==> src/rtl/core_c1_biu_arb_pkg.sv <==
// Shared definitions for the c1 bus-interface arbiter.
// Holds the FSM state encoding, the transaction-owner encoding and the
// fixed byte mask used for instruction fetches.
package core_c1_biu_arb_pkg;

  typedef enum logic [1:0] {
    ST_IDLE = 2'd0,
    ST_REQ  = 2'd1,
    ST_WAIT = 2'd2
  } biu_state_t;

  typedef enum logic [1:0] {
    OWN_NONE = 2'd0,
    OWN_IF   = 2'd1,
    OWN_LS   = 2'd2
  } biu_owner_t;

  // Fetches always read a full word.
  localparam logic [3:0] FETCH_WMASK = 4'hF;

  // Width of the starvation counter; holds limits 1..15.
  localparam int STARVE_CNT_W = 4;

endpackage

==> src/rtl/core_c1_biu_prio.sv <==
// Grant selection between fetch and load/store plus the starvation counter.
// Ports:
//   clk, rst        : clock, synchronous active-high reset
//   if_req_valid    : fetch request pending
//   if_flush        : pc wash; a flushed fetch is not eligible for grant
//   ls_req_valid    : load/store request pending
//   state           : arbiter FSM state; grants only happen in IDLE
//   grant_if/ls     : one-hot grant, valid for the current cycle only
module core_c1_biu_prio
  import core_c1_biu_arb_pkg::*;
#(
  parameter int STARVE_LIMIT = 4
) (
  input  logic       clk,
  input  logic       rst,
  input  logic       if_req_valid,
  input  logic       if_flush,
  input  logic       ls_req_valid,
  input  biu_state_t state,
  output logic       grant_if,
  output logic       grant_ls
);

  localparam logic [STARVE_CNT_W-1:0] LIMIT = STARVE_CNT_W'(STARVE_LIMIT);

  logic [STARVE_CNT_W-1:0] starve_cnt_reg;
  logic [STARVE_CNT_W-1:0] starve_cnt_next;
  logic                    idle;
  logic                    if_elig;
  logic                    force_if;

  assign idle    = (state == ST_IDLE);
  assign if_elig = if_req_valid & ~if_flush;
  // Once LS has won LIMIT times in a row against a waiting fetch, the next
  // eligible fetch beats LS. A flushed fetch cannot use the slot, so LS keeps it.
  assign force_if = if_elig & (starve_cnt_reg == LIMIT);

  assign grant_ls = idle & ls_req_valid & ~force_if;
  assign grant_if = idle & if_elig & ~grant_ls;

  always_comb begin
    starve_cnt_next = starve_cnt_reg;
    if (grant_ls && if_req_valid) begin
      if (starve_cnt_reg != LIMIT) begin
        starve_cnt_next = starve_cnt_reg + 1'b1;
      end
    end else if (grant_if || (idle && !if_req_valid)) begin
      starve_cnt_next = '0;
    end
  end

  always_ff @(posedge clk) begin
    if (rst) begin
      starve_cnt_reg <= '0;
    end else begin
      starve_cnt_reg <= starve_cnt_next;
    end
  end

endmodule

==> src/rtl/core_c1_biu_arb.sv <==
// Single-port memory arbiter for the c1 core: shares one memory channel
// between instruction fetch (IF) and load/store (LS), one transaction
// outstanding at a time, and routes each response back to its owner.
// Ports:
//   clk, rst                    : clock, synchronous active-high reset
//   i_if_req_*/o_if_req_ready   : fetch request handshake
//   o_if_rsp_*                  : fetch response (suppressed after a flush)
//   i_if_flush                  : pc wash, kills the in-flight fetch response
//   i_ls_req_*/o_ls_req_ready   : load/store request handshake
//   o_ls_rsp_*                  : load data / store ack
//   o_mem_req_*/i_mem_req_ready : memory request channel
//   i_mem_rsp_*                 : memory response channel
//   o_ifu_pause                 : fetch request pending but not accepted
module core_c1_biu_arb
  import core_c1_biu_arb_pkg::*;
#(
  parameter int          STARVE_LIMIT = 4,
  parameter logic [31:0] RST_PC_ADDR  = 32'h40000000
) (
  input  logic        clk,
  input  logic        rst,
  input  logic        i_if_req_valid,
  input  logic [31:0] i_if_req_addr,
  output logic        o_if_req_ready,
  output logic        o_if_rsp_valid,
  output logic [31:0] o_if_rsp_data,
  input  logic        i_if_flush,
  input  logic        i_ls_req_valid,
  input  logic [31:0] i_ls_req_addr,
  input  logic        i_ls_req_wen,
  input  logic [31:0] i_ls_req_wdata,
  input  logic [3:0]  i_ls_req_wmask,
  output logic        o_ls_req_ready,
  output logic        o_ls_rsp_valid,
  output logic [31:0] o_ls_rsp_data,
  output logic        o_mem_req_valid,
  output logic [31:0] o_mem_req_addr,
  output logic        o_mem_req_wen,
  output logic [31:0] o_mem_req_wdata,
  output logic [3:0]  o_mem_req_wmask,
  input  logic        i_mem_req_ready,
  input  logic        i_mem_rsp_valid,
  input  logic [31:0] i_mem_rsp_data,
  output logic        o_ifu_pause
);

  // RST_PC_ADDR is carried for reference by surrounding code only; this
  // empty block just records that it must be word aligned.
  if (RST_PC_ADDR[1:0] == 2'b00) begin : g_rst_pc_aligned
  end

  biu_state_t  state_reg, state_next;
  biu_owner_t  owner_reg, owner_next;
  logic        drop_reg, drop_next;
  logic [31:0] addr_reg, addr_next;
  logic        wen_reg, wen_next;
  logic [31:0] wdata_reg, wdata_next;
  logic [3:0]  wmask_reg, wmask_next;
  logic        grant_if;
  logic        grant_ls;
  logic        rsp_done;

  core_c1_biu_prio #(
    .STARVE_LIMIT (STARVE_LIMIT)
  ) u_prio (
    .clk          (clk),
    .rst          (rst),
    .if_req_valid (i_if_req_valid),
    .if_flush     (i_if_flush),
    .ls_req_valid (i_ls_req_valid),
    .state        (state_reg),
    .grant_if     (grant_if),
    .grant_ls     (grant_ls)
  );

  assign o_if_req_ready = grant_if;
  assign o_ls_req_ready = grant_ls;
  assign o_ifu_pause    = i_if_req_valid & ~grant_if;

  always_comb begin
    state_next = state_reg;
    owner_next = owner_reg;
    drop_next  = drop_reg;
    addr_next  = addr_reg;
    wen_next   = wen_reg;
    wdata_next = wdata_reg;
    wmask_next = wmask_reg;
    rsp_done   = 1'b0;

    case (state_reg)
      ST_IDLE: begin
        if (grant_ls) begin
          addr_next  = i_ls_req_addr;
          wen_next   = i_ls_req_wen;
          wdata_next = i_ls_req_wdata;
          wmask_next = i_ls_req_wmask;
          owner_next = OWN_LS;
          state_next = ST_REQ;
        end else if (grant_if) begin
          addr_next  = i_if_req_addr;
          wen_next   = 1'b0;
          wdata_next = '0;
          wmask_next = FETCH_WMASK;
          owner_next = OWN_IF;
          state_next = ST_REQ;
        end
      end
      ST_REQ: begin
        // A response arriving together with the accept completes the
        // transaction in this cycle, skipping WAIT.
        if (i_mem_req_ready) begin
          if (i_mem_rsp_valid) begin
            rsp_done   = 1'b1;
            state_next = ST_IDLE;
          end else begin
            state_next = ST_WAIT;
          end
        end
      end
      ST_WAIT: begin
        if (i_mem_rsp_valid) begin
          rsp_done   = 1'b1;
          state_next = ST_IDLE;
        end
      end
      default: begin
        state_next = ST_IDLE;
      end
    endcase

    // A wash during an outstanding fetch marks its response for silent discard;
    // the memory transaction itself is never retracted.
    if ((state_reg != ST_IDLE) && (owner_reg == OWN_IF) && i_if_flush) begin
      drop_next = 1'b1;
    end
    if (state_next == ST_IDLE) begin
      drop_next  = 1'b0;
      owner_next = OWN_NONE;
    end

    o_mem_req_valid = (state_reg == ST_REQ);
    o_mem_req_addr  = o_mem_req_valid ? addr_reg  : '0;
    o_mem_req_wen   = o_mem_req_valid & wen_reg;
    o_mem_req_wdata = o_mem_req_valid ? wdata_reg : '0;
    o_mem_req_wmask = o_mem_req_valid ? wmask_reg : '0;

    o_ls_rsp_valid  = rsp_done & (owner_reg == OWN_LS);
    o_ls_rsp_data   = o_ls_rsp_valid ? i_mem_rsp_data : '0;
    o_if_rsp_valid  = rsp_done & (owner_reg == OWN_IF) & ~drop_reg & ~i_if_flush;
    o_if_rsp_data   = o_if_rsp_valid ? i_mem_rsp_data : '0;
  end

  always_ff @(posedge clk) begin
    if (rst) begin
      state_reg <= ST_IDLE;
      owner_reg <= OWN_NONE;
      drop_reg  <= 1'b0;
      addr_reg  <= '0;
      wen_reg   <= 1'b0;
      wdata_reg <= '0;
      wmask_reg <= '0;
    end else begin
      state_reg <= state_next;
      owner_reg <= owner_next;
      drop_reg  <= drop_next;
      addr_reg  <= addr_next;
      wen_reg   <= wen_next;
      wdata_reg <= wdata_next;
      wmask_reg <= wmask_next;
    end
  end

endmodule
==> config.mk <==
export PLATFORM = sky130hd
export DESIGN_NAME = core_c1_biu_arb
export DESIGN_NICKNAME = d
export VERILOG_FILES = /design/src/rtl/core_c1_biu_arb_pkg.sv /design/src/rtl/core_c1_biu_prio.sv /design/src/rtl/core_c1_biu_arb.sv
export SDC_FILE = /design/constraint.sdc
export NUM_CORES = 1
export LEC_CHECK = 0
export ABC_AREA = 0
export CORE_MARGIN = 8
export CORE_UTILIZATION = 33
export DETAILED_ROUTE_END_ITERATION = 10
export HOLD_SLACK_MARGIN = 0.02
export PLACE_DENSITY = 0.87
export SETUP_SLACK_MARGIN = 0.3
export SYNTH_ARGS = -nofsm -noshare
export SYNTH_HDL_FRONTEND = slang
export SYNTH_SLANG_ARGS = --single-unit
==> constraint.sdc <==
create_clock -name clk -period 1.7 [get_ports clk]
set_clock_uncertainty 0.15 [all_clocks]
set_input_delay 0.17 -clock clk [delete_from_list [all_inputs] [get_ports clk]]
set_output_delay 0.17 -clock clk [all_outputs]
set_load 0.05 [all_outputs]
==> flow_metrics.env <==
export IMPL_drc_errors=0
export IMPL_r2r_end="addr_reg[19]"
export IMPL_htree_levels=3
export IMPL_num_vias=6750
export IMPL_drtPass1Iterations=5
export IMPL_hold_class="in -> reg"
export IMPL_die_x_um=128
export IMPL_drv_cap=0
export IMPL_path_clk_slew_ns=0.08
export IMPL_wl_met3_um=4560
export IMPL_io_pin_count=279
export IMPL_syn_num_nets=671
export IMPL_syn2layout_area_growth_pct=184
export IMPL_synthTopCellsByArea="dfxtp_1 (38%), and2_1 (20%), nor2_1 (7.1%)"
export IMPL_wl_per_cell_um=35.5
export IMPL_ctsHoldBuffers=0
export IMPL_cts_root_buf="clkbuf_16"
export IMPL_ir_drop_v=0.000763
export IMPL_ys_types=38
export IMPL_hold_end="addr_reg[7]"
export IMPL_arrival_ns=2.26
export IMPL_grt_start_max_net_pins=47
export IMPL_synth_warning_count=0
export IMPL_tightestPinTransition_ns=0.620
export IMPL_synth_compound_area_frac=0.168
export IMPL_synth_cell_area_um2=4110
export IMPL_nFillCells=211
export IMPL_post_route_min_period_ns=2.58
export IMPL_synthAdderAreaFrac=0.0182
export IMPL_slew_limit_headroom=0.585
export IMPL_synth_xor_area_share=0
export IMPL_cts_made_buffers=9
export IMPL_post_dp_hpwl_um=15200
export IMPL_finalPower_mw=7.73
export IMPL_port_buffers=278
export IMPL_synth_top_family_by_area="simple AND/OR/NAND/NOR gates"
export IMPL_die_area_um2=16300
export IMPL_grt_ovfl_total=0
export IMPL_ys_ff_latch=78
export IMPL_met1_length_um=11800
export IMPL_grt_pass1_vias=6224
export IMPL_dpl_instance_area_um2=9170
export IMPL_setup_worst_path_end_class="output port"
export IMPL_drv_slew=0
export IMPL_fin_ws_ns=-0.884
export IMPL_r2r_start="u_prio.starve_cnt_reg[0]"
export IMPL_hp_start="rst"
export IMPL_crit_path_start_kind="flip-flop"
export IMPL_yosysTopAreaCell="dfxtp_1"
export IMPL_vias_per_cell=6.34
export IMPL_syn_avg_cell_area_um2=7.84
export IMPL_grt_use_total=0.317
export IMPL_outcome="complete, but fails checks"
export IMPL_netlist_instances=525
export IMPL_rsz0062_at_grt="true"
export IMPL_path_max_fanout=8
export IMPL_drtIter0Drc=823
export IMPL_final_cell_area_um2=11700
export IMPL_start_util=0.340
export IMPL_synth_simple_area_share=0.371
export IMPL_ys_seq_area_frac=0.380
export IMPL_final_setup_viol_count=217
export IMPL_fin_crit_sh=1.52
export IMPL_drive_gt1_frac=0.634
export IMPL_synthMuxAreaShare=0.00243
export IMPL_place_gp_congestion=0.813
export IMPL_fmax_mhz=387
export IMPL_grt_pass1_wl_um=39300
export IMPL_reg2reg_depth=9
export IMPL_violations="setup timing"
export IMPL_final_nets=1034
export IMPL_hold_depth=2
export IMPL_wl_um=37800
export IMPL_p_leak_nw=4.81
export IMPL_cp_data_required_time_ns=1.38
export IMPL_coreArea_um2=12100
export IMPL_num_rows=40
export IMPL_insertion_delay_ns=0.36
export IMPL_cts_tree="built"
export IMPL_hold_viol=0
export IMPL_criticalPathCategory="reg -> out"
export IMPL_cts_sinks=78
export IMPL_antenna_found_initial=3
export IMPL_die_y_um=128
export IMPL_clockBufferDepth=2
export IMPL_top_layer="met5"
export IMPL_synth_top_area_share=0.380
export IMPL_ant_nets=0
export IMPL_ff2ff_setup_slack_ns=-0.87
export IMPL_powerDensity_nw_per_um2=662
export IMPL_met2WireLength_um=17300
layer usage:
layer / global-route usage / vias up
li1: - / 2495
met1: 0.312 / 3145
met2: 0.584 / 776
met3: 0.0990 / 332
met4: 0.170 / 2
met5: 0 / -
stage by stage:
| step | hold WS [ns] | setup WS [ns] | std cells | TNS (ns) | util |
|---|---|---|---|---|---|
| 6_report | 0.106 | -0.884 | 1064 | -127.12 | 0.964 |
| 5_1_grt | 0.0943 | -0.898 | 1063 | -131.19 | 0.964 |
| 4_1_cts | 0.0686 | -0.589 | 1044 | -78.76 | 0.907 |
| 3_5_place_dp | 0.331 | -0.450 | 971 | -47.11 | 0.757 |
| 3_3_place_gp | 0.319 | -0.385 | 971 | -38.36 | 0.757 |
| 2_1_floorplan | 0.170 | -0.303 | 525 | -18.52 | - |
repair_timing:
action	4_1_cts	5_1_grt
pin swaps	139	86
setup buffers	31	12
endpoints found under the setup margin	217	217
endpoints found under the hold margin	0	0
resized for setup	142	111
gates cloned	26	5
cell families (layout without fill, tap and decap cells):
| family | Yosys count | after routing |
|---|---|---|
| compound gates | 87 | 87 |
| fa+ha+maj | 6 | 6 |
| buf+inv | 53 | 421 |
| flops | 78 | 78 |
| mux | 1 | 1 |
| other cells | 0 | 3 |
| simple gates | 300 | 300 |
critical path, stage by stage (launching register included):
cell and delay [ns]:
dfxtp_2 0.37, inv_2 0.07, ha_4 0.28, nand2_4 0.05, nor4b_4 0.42, buf_4 0.20
clkbuf_16 0.15, and2_4 0.20, buf_12 0.14
synth_stat cells:
cell type  count
ha_1           6
a21boi_1       2
nor3_2         1
o21ai_0        2
and3b_1        1
nor3_1         4
and2_1       133
a22oi_1       34
o21a_1         2
o31ai_1        1
o21ai_1        3
nor2b_2        1
o221ai_1       1
nor4bb_1       1
nand2_1       71
nand3_1        1
inv_1          7
or3_1          2
a21o_1         2
a21oi_1        5
a2bb2oi_1      1
or4b_1         1
clkbuf_1      19
inv_2          1
mux2i_1        1
and3_1         1
a311oi_1      29
dfxtp_1       78
a21o_2         1
buf_4          5
o31a_1         1
a311oi_2       3
buf_6          1
buf_2         20
nor2b_1        2
nor2_1        78
nor4b_2        1
nor3b_1        2
cell usage in the layout, fill, tap and decap left out, types with 2 or more instances in the layout:
| master | n |
|---|---|
| nor2b_4 | 2 |
| nor3_1 | 3 |
| ha_1 | 2 |
| or3_1 | 2 |
| a21boi_1 | 2 |
| ha_4 | 3 |
| a21oi_2 | 3 |
| nor2_1 | 74 |
| o21ai_1 | 2 |
| buf_16 | 24 |
| clkbuf_8 | 3 |
| nand2_2 | 22 |
| buf_4 | 37 |
| buf_8 | 8 |
| diode_2 | 3 |
| nand2_4 | 32 |
| buf_12 | 156 |
| dfxtp_2 | 6 |
| a311oi_1 | 3 |
| clkbuf_1 | 2 |
| a22oi_2 | 34 |
| buf_6 | 26 |
| inv_2 | 4 |
| inv_1 | 2 |
| o21a_4 | 2 |
| a21o_4 | 2 |
| nand2_1 | 17 |
| nor2_4 | 3 |
| dfxtp_1 | 71 |
| clkdlybuf4s50_1 | 138 |
| clkbuf_16 | 15 |
| a311oi_2 | 29 |
| and2_4 | 133 |
cell type report:
cell class | instances | area [µm²] | area share
antenna | 3 | 7.51 | 0.000643
timing repair buffer | 397 | 6040 | 0.518
sequential | 78 | 1570 | 0.135
clock inverter | 2 | 38.8 | 0.00332
tap | 168 | 210 | 0.0180
inverter | 8 | 40.0 | 0.00343
multi-input combinational | 394 | 3490 | 0.299
clock buffer | 14 | 274 | 0.0235
power by group:
part	switching [mW]	leakage, nW	internal, mW
sequential	0.157	0.646	1.99
clock	0.923	0.153	1.27
combinational	1.68	4.01	1.71
how the worst max path moves through the flow:
stage,depth (start not counted),endpoint,start
2_1_floorplan,7,o_ls_rsp_data[22],state_reg[1]
3_3_place_gp,6,o_if_rsp_data[21],i_if_flush
3_5_place_dp,6,o_if_rsp_data[5],i_if_flush
4_1_cts,9,o_ls_rsp_data[19],state_reg[1]
5_1_grt,8,o_ls_rsp_data[4],state_reg[0]
6_report,8,o_ls_rsp_data[4],state_reg[0]
Power figures use the tool's default switching activity.
